### config.mk
export PLATFORM = sky130hd
export DESIGN_NAME = fir_decim_fifo
export DESIGN_NICKNAME = d
export VERILOG_FILES = /design/src/rtl/fir_decim_fifo.sv
export SDC_FILE = /design/constraint.sdc
export NUM_CORES = 1
export LEC_CHECK = 0
export CAP_MARGIN = 20
export CORE_MARGIN = 2
export CORE_UTILIZATION = 53
export CTS_CLUSTER_DIAMETER = 120
export DETAILED_ROUTE_END_ITERATION = 6
export PLACE_DENSITY = 0.85
export SLEW_MARGIN = 15
export SYNTH_ARGS = -nofsm -noshare
export SYNTH_HDL_FRONTEND = slang
export SYNTH_SLANG_ARGS = --single-unit
### constraint.sdc
create_clock -name clk -period 4.2 [get_ports clk]
set_clock_uncertainty 0.1 [all_clocks]
set_input_delay 1.26 -clock clk [delete_from_list [all_inputs] [get_ports clk]]
set_output_delay 1.26 -clock clk [all_outputs]
set_load 0.1 [all_outputs]
### src/rtl/fir_decim_fifo.sv
// fir_decim_fifo: realigns the FIR output valid, decimates the
// stream and buffers kept samples behind a valid/ready handshake.
module fir_decim_fifo #(
  parameter int WW_DATA    = 8,
  parameter int PIPE_LAT   = 3,
  parameter int DECIM      = 4,
  parameter int FIFO_DEPTH = 8
) (
  input  logic                          clk,
  input  logic                          i_srst_n,
  input  logic                          i_en,
  input  logic [WW_DATA-1:0]            i_data,
  output logic [WW_DATA-1:0]            o_data,
  output logic                          o_valid,
  input  logic                          i_ready,
  output logic [$clog2(FIFO_DEPTH):0]   o_level,
  output logic                          o_overflow
);

  localparam int AW = $clog2(FIFO_DEPTH);
  localparam int PW = (DECIM > 1) ? $clog2(DECIM) : 1;

  localparam logic [PW-1:0] PH_LAST = PW'(DECIM - 1);
  localparam logic [AW:0]   LV_FULL = (AW+1)'(FIFO_DEPTH);
  localparam logic [AW:0]   ONE_P   = (AW+1)'(1);

  logic [PIPE_LAT-1:0] vline;
  logic                v_aligned;
  logic [PW-1:0]       phase;
  logic                keep;
  logic                pop;
  logic                full;
  logic                wr;
  logic [AW:0]         wptr;
  logic [AW:0]         rptr;
  logic [AW:0]         rptr_n;
  logic [AW:0]         level_n;
  logic                head_byp;
  logic [WW_DATA-1:0]  mem [FIFO_DEPTH];

  // valid delay line: free-running copy of the filter latency
  generate
    if (PIPE_LAT == 1) begin : g_v1
      always_ff @(posedge clk) begin
        if (!i_srst_n) vline <= '0;
        else           vline <= i_en;
      end
    end else begin : g_vn
      always_ff @(posedge clk) begin
        if (!i_srst_n) vline <= '0;
        else           vline <= {vline[PIPE_LAT-2:0], i_en};
      end
    end
  endgenerate

  assign v_aligned = vline[PIPE_LAT-1];

  // decimation phase, advancing only on real filter outputs
  always_ff @(posedge clk) begin
    if (!i_srst_n) begin
      phase <= '0;
    end else if (v_aligned) begin
      if (phase == PH_LAST) phase <= '0;
      else                  phase <= phase + PW'(1);
    end
  end

  // push/pop decisions and next-state of the read side
  always_comb begin
    pop      = o_valid & i_ready;
    full     = (o_level == LV_FULL);
    keep     = v_aligned & (phase == '0);
    wr       = keep & (~full | pop);
    rptr_n   = pop ? (rptr + ONE_P) : rptr;
    head_byp = wr & (rptr_n == wptr);
    level_n  = o_level;
    case ({wr, pop})
      2'b10:   level_n = o_level + ONE_P;
      2'b01:   level_n = o_level - ONE_P;
      default: level_n = o_level;
    endcase
  end

  // storage array; contents need no reset, pointers gate them
  always_ff @(posedge clk) begin
    if (i_srst_n && wr) mem[wptr[AW-1:0]] <= i_data;
  end

  // pointers, occupancy, registered head and sticky overflow
  always_ff @(posedge clk) begin
    if (!i_srst_n) begin
      wptr       <= '0;
      rptr       <= '0;
      o_level    <= '0;
      o_valid    <= 1'b0;
      o_overflow <= 1'b0;
      o_data     <= '0;
    end else begin
      if (wr) wptr <= wptr + ONE_P;
      rptr    <= rptr_n;
      o_level <= level_n;
      o_valid <= (level_n != '0);
      if (keep & full & ~pop) o_overflow <= 1'b1;
      if (head_byp)  o_data <= i_data;
      else if (pop)  o_data <= mem[rptr_n[AW-1:0]];
    end
  end

endmodule

==> key figures <==
Setup path
  • Worst path slowest cell: clkdlybuf4s50_1
  • CP cell instances: clkdlybuf4s50_1, nand2_4, a21oi_1, xor2_1, ha_1, nor4b_1, a21oi_1, mux2i_1, a2111o_1
  • Worst-path fanout max: 18
  • Critical Path RT: 4.35 ns
  • WS Path Type: input port to flop
  • Buffers & Inverters on Critical Path: 1
  • Crit end category: flop
  • Most used cell, CP: a21oi_1
  • Crit path DAT: approximately 3.7 ns
  • Worst path max stage delay: about 0.60 ns
  • Top Family by Delay on Critical Path: compound AO/OA/AOI/OAI gates
  • CP startpoint kind: input port

Synth
  • EDFF count, synth: between 60 and 70
  • Post-synthesis cell count: between 200 and 300
  • Synth Flop Type: edfxtp_1
  • Net Count, Synth: 297
  • Async SR Flop Fraction: 0%
  • Synth Register Bits: between 90 and 100
  • Synth warn: 0
  • Synth top area cells: edfxtp_1 (49%), dfxtp_1 (14%), mux2i_1 (7.1%), a311oi_2 (2.7%), mux2_2 (2.0%)
  • Post-synth top area share: 48.8%
  • Synth cell types: slightly above 50
  • Area of the mapped netlist: around 0.0039 mm2
  • Seq/Total Area, Yosys: 62.5%
  • Syn_area_per_cell: ~14 um2
  • Largest area contributor in the netlist: edfxtp_1

Die
  • Die area: just over 0.008 mm2
  • Core ar.: about 0.007 mm2
  • FP Rows: 31
  • I/O pins: 26
  • Die X: about 90 um
  • Initial core utilization: a little over half
  • Die Y: between 90 and 100 um

Placement
  • Dpl cells: 400
  • Port Buffer Count: 25
  • DP Worst Slack: ~0.33 ns
  • HPWL Detailed: around 5200 um
  • GPL Wtd Cong: about 0.87

Clock tree
  • Cts hold-fix bufs: 0
  • CTS root buf: clkbuf_8
  • Clk sinks: between 90 and 100
  • CTS Buffer Depth: 2
  • CTS tree: done
  • Post-CTS Resized: 0
  • Post-CTS setup buffer count: 0
  • TritonCTS Buffers: 9
  • Clk slew on worst S/H paths: about 0.090 ns
  • Clock Latency Late Sink: between 0.3 and 0.4 ns
  • CTS H-tree lvls: 3

Timing
  • Hold_ws: roughly 0.34 ns
  • Fin. Hold Viols: 0
  • Slew HR: 34.0%
  • Setup Viol. Count Final: 0
  • Setup TNS: 0 ns
  • Worst setup margin: between 0.6 and 0.7 ns
  • Final Max Slew Viols: 0
  • Fmax: 284 MHz
  • Min Clock Period, post-route: 3.52 ns
  • RSZ-0062 raised after global routing: no
  • Part of the cycle the worst path needs: a little over four fifths
  • Worst Tran Pin Value: around 0.99 ns

Worst hold path
  • Hold Path Class: flop to flop

Power
  • Comb power frac: 27.4%
  • Clock Power Share: between 20% and 30%
  • Leakage: about 0.0015 uW
  • Pwr dens: around 520 mW/mm2
  • Cell Int Power: between 1500 and 2000 uW
  • Sequential share of power: 44.5%
  • VDD IR-drop max: 0.207 mV
  • Sw Ratio: between 30% and 40%
  • Psw: approximately 810 uW

Cells and area
  • Layout cells sized above 1: between 10% and 20%
  • N_diodes: 0
  • Syn-to-layout area delta: 14.8%
  • Finished Layout Cells: ~420
  • NumNets Final: about 330

Drt
  • Drt drc: 0
  • First-pass DRT Iterations: 4
  • Wirelength per Cell: 19.0 um
  • DRT Wirelength: about 7900 um
  • DR vias: 2455
  • 1st-iter DRT viols: about 200
  • Number of routed nets with antenna violations: 0
  • Vias/cell: 5.90

Global route
  • Largest net degree at the start of global routing: 37
  • Vias in the first global route: ~2.3k
  • First-pass GRT wire length: around 12000 um
  • Grt total ovfl: 0
  • Overall Global Routing Usage: 20.0%
  • Antenna violations before repair: 0

Status
  • Status: complete, no violations

Flow run
  • Max-cap violations: 0
[cell usage after synthesis, types with 5 or more instances]
master and instances:
nand3_1 7, a311oi_2 7, o211ai_1 7, nor3_1 12
buf_2 5, nor2_1 17, a21oi_1 7, ha_1 5
mux2i_1 28, dfxtp_1 27, and2_1 5, inv_1 5
xnor2_1 9, edfxtp_1 64, mux2_2 7, a222oi_1 7
nand2_1 14
[final timing paths]
check / depth (start not counted) / to / slack, ns / startpoint
worst max-delay path: 9 / o_valid / 0.68 / i_ready
worst min-delay path: 1 / vline[1] / 0.34 / vline[0]
worst max register to register: 8 / o_valid / 1.65 / o_valid
worst min register to register: 1 / vline[1] / 0.34 / vline[0]
[cells by family (layout without fill, tap and decap cells)]
logic type | Yosys count | in the layout | synth area share, %
AOI/OAI and AO/OA | 46 | 46 | 11.1
xor gates and xnor gates | 15 | 15 | 3.91
adders and majority gates | 5 | 5 | 1.59
buffers and inverters | 18 | 55 | 2.45
DFF | 91 | 91 | 62.5
muxes | 35 | 35 | 9.12
and+or+nand+nor | 70 | 70 | 9.28
[area by class of cell]
type	count	area (um2)
flip-flops and latches	91	2460
fillers	553	2690
clock buffers	9	124
clock inverters	7	100
repair buffers	34	313
well taps	99	124
multi-input cells	171	1380
inverters	5	18.8
[worst reg2reg max path, stage by stage, from the launching register on]
cell and delay [ns]:
dfxtp_1 0.51, nand2_4 0.21, a21oi_1 0.41, xor2_1 0.14, ha_1 0.23, nor4b_1 0.29, a21oi_1 0.08, mux2i_1 0.16
a2111o_1 0.30
[power groups by stage]
stage	Combinational, uW	Sequential (uW)	Clock [uW]
after floorplan	293	1280	0
after global placement	625	1070	0
after detailed placement	643	1070	0
after CTS	646	1050	674
after global routing	677	1060	711
final	644	1050	662
[state kept, by name (all words and copies together), names as in the netlist]
signal      flops
rptr            4
vline           3
wptr            4
o_data          8
o_overflow      1
mem            64
o_level         4
phase           2
o_valid         1
[through the flow]
step	instance area (um2)	power (uW)	util, %
after floorplan	3940	1570	-
after global placement	4300	1690	59.6
after detailed placement	4300	1710	59.6
after CTS	4520	2370	62.7
after global routing	4520	2440	62.7
final	4520	2350	62.7
[placed cells by master, fill, tap and decap left out, types with 7 or more instances in the layout]
| master | count |
|---|---|
| dfxtp_1 | 26 |
| mux2_2 | 7 |
| edfxtp_1 | 64 |
| buf_4 | 11 |
| mux2i_1 | 28 |
| a21oi_1 | 7 |
| nor2_1 | 17 |
| nand2_1 | 14 |
| o211ai_1 | 7 |
| clkbuf_8 | 9 |
| xnor2_1 | 9 |
| nor3_1 | 12 |
| clkdlybuf4s50_1 | 23 |
| a222oi_1 | 7 |
| nand3_1 | 7 |
| a311oi_2 | 7 |
[routing by layer]
| layer | GRT usage, % | wire length, um | vias to the layer above |
|---|---|---|---|
| met2 | 31.8 | 3870 | 83 |
| met1 | 26.9 | 3460 | 1223 |
| met4 | 8.72 | 121 | 0 |
| met3 | 4.19 | 437 | 13 |
| met5 | 0 | 0 | - |
| li1 | - | - | 1136 |
Note: power is estimated with default switching activity, not from simulation.
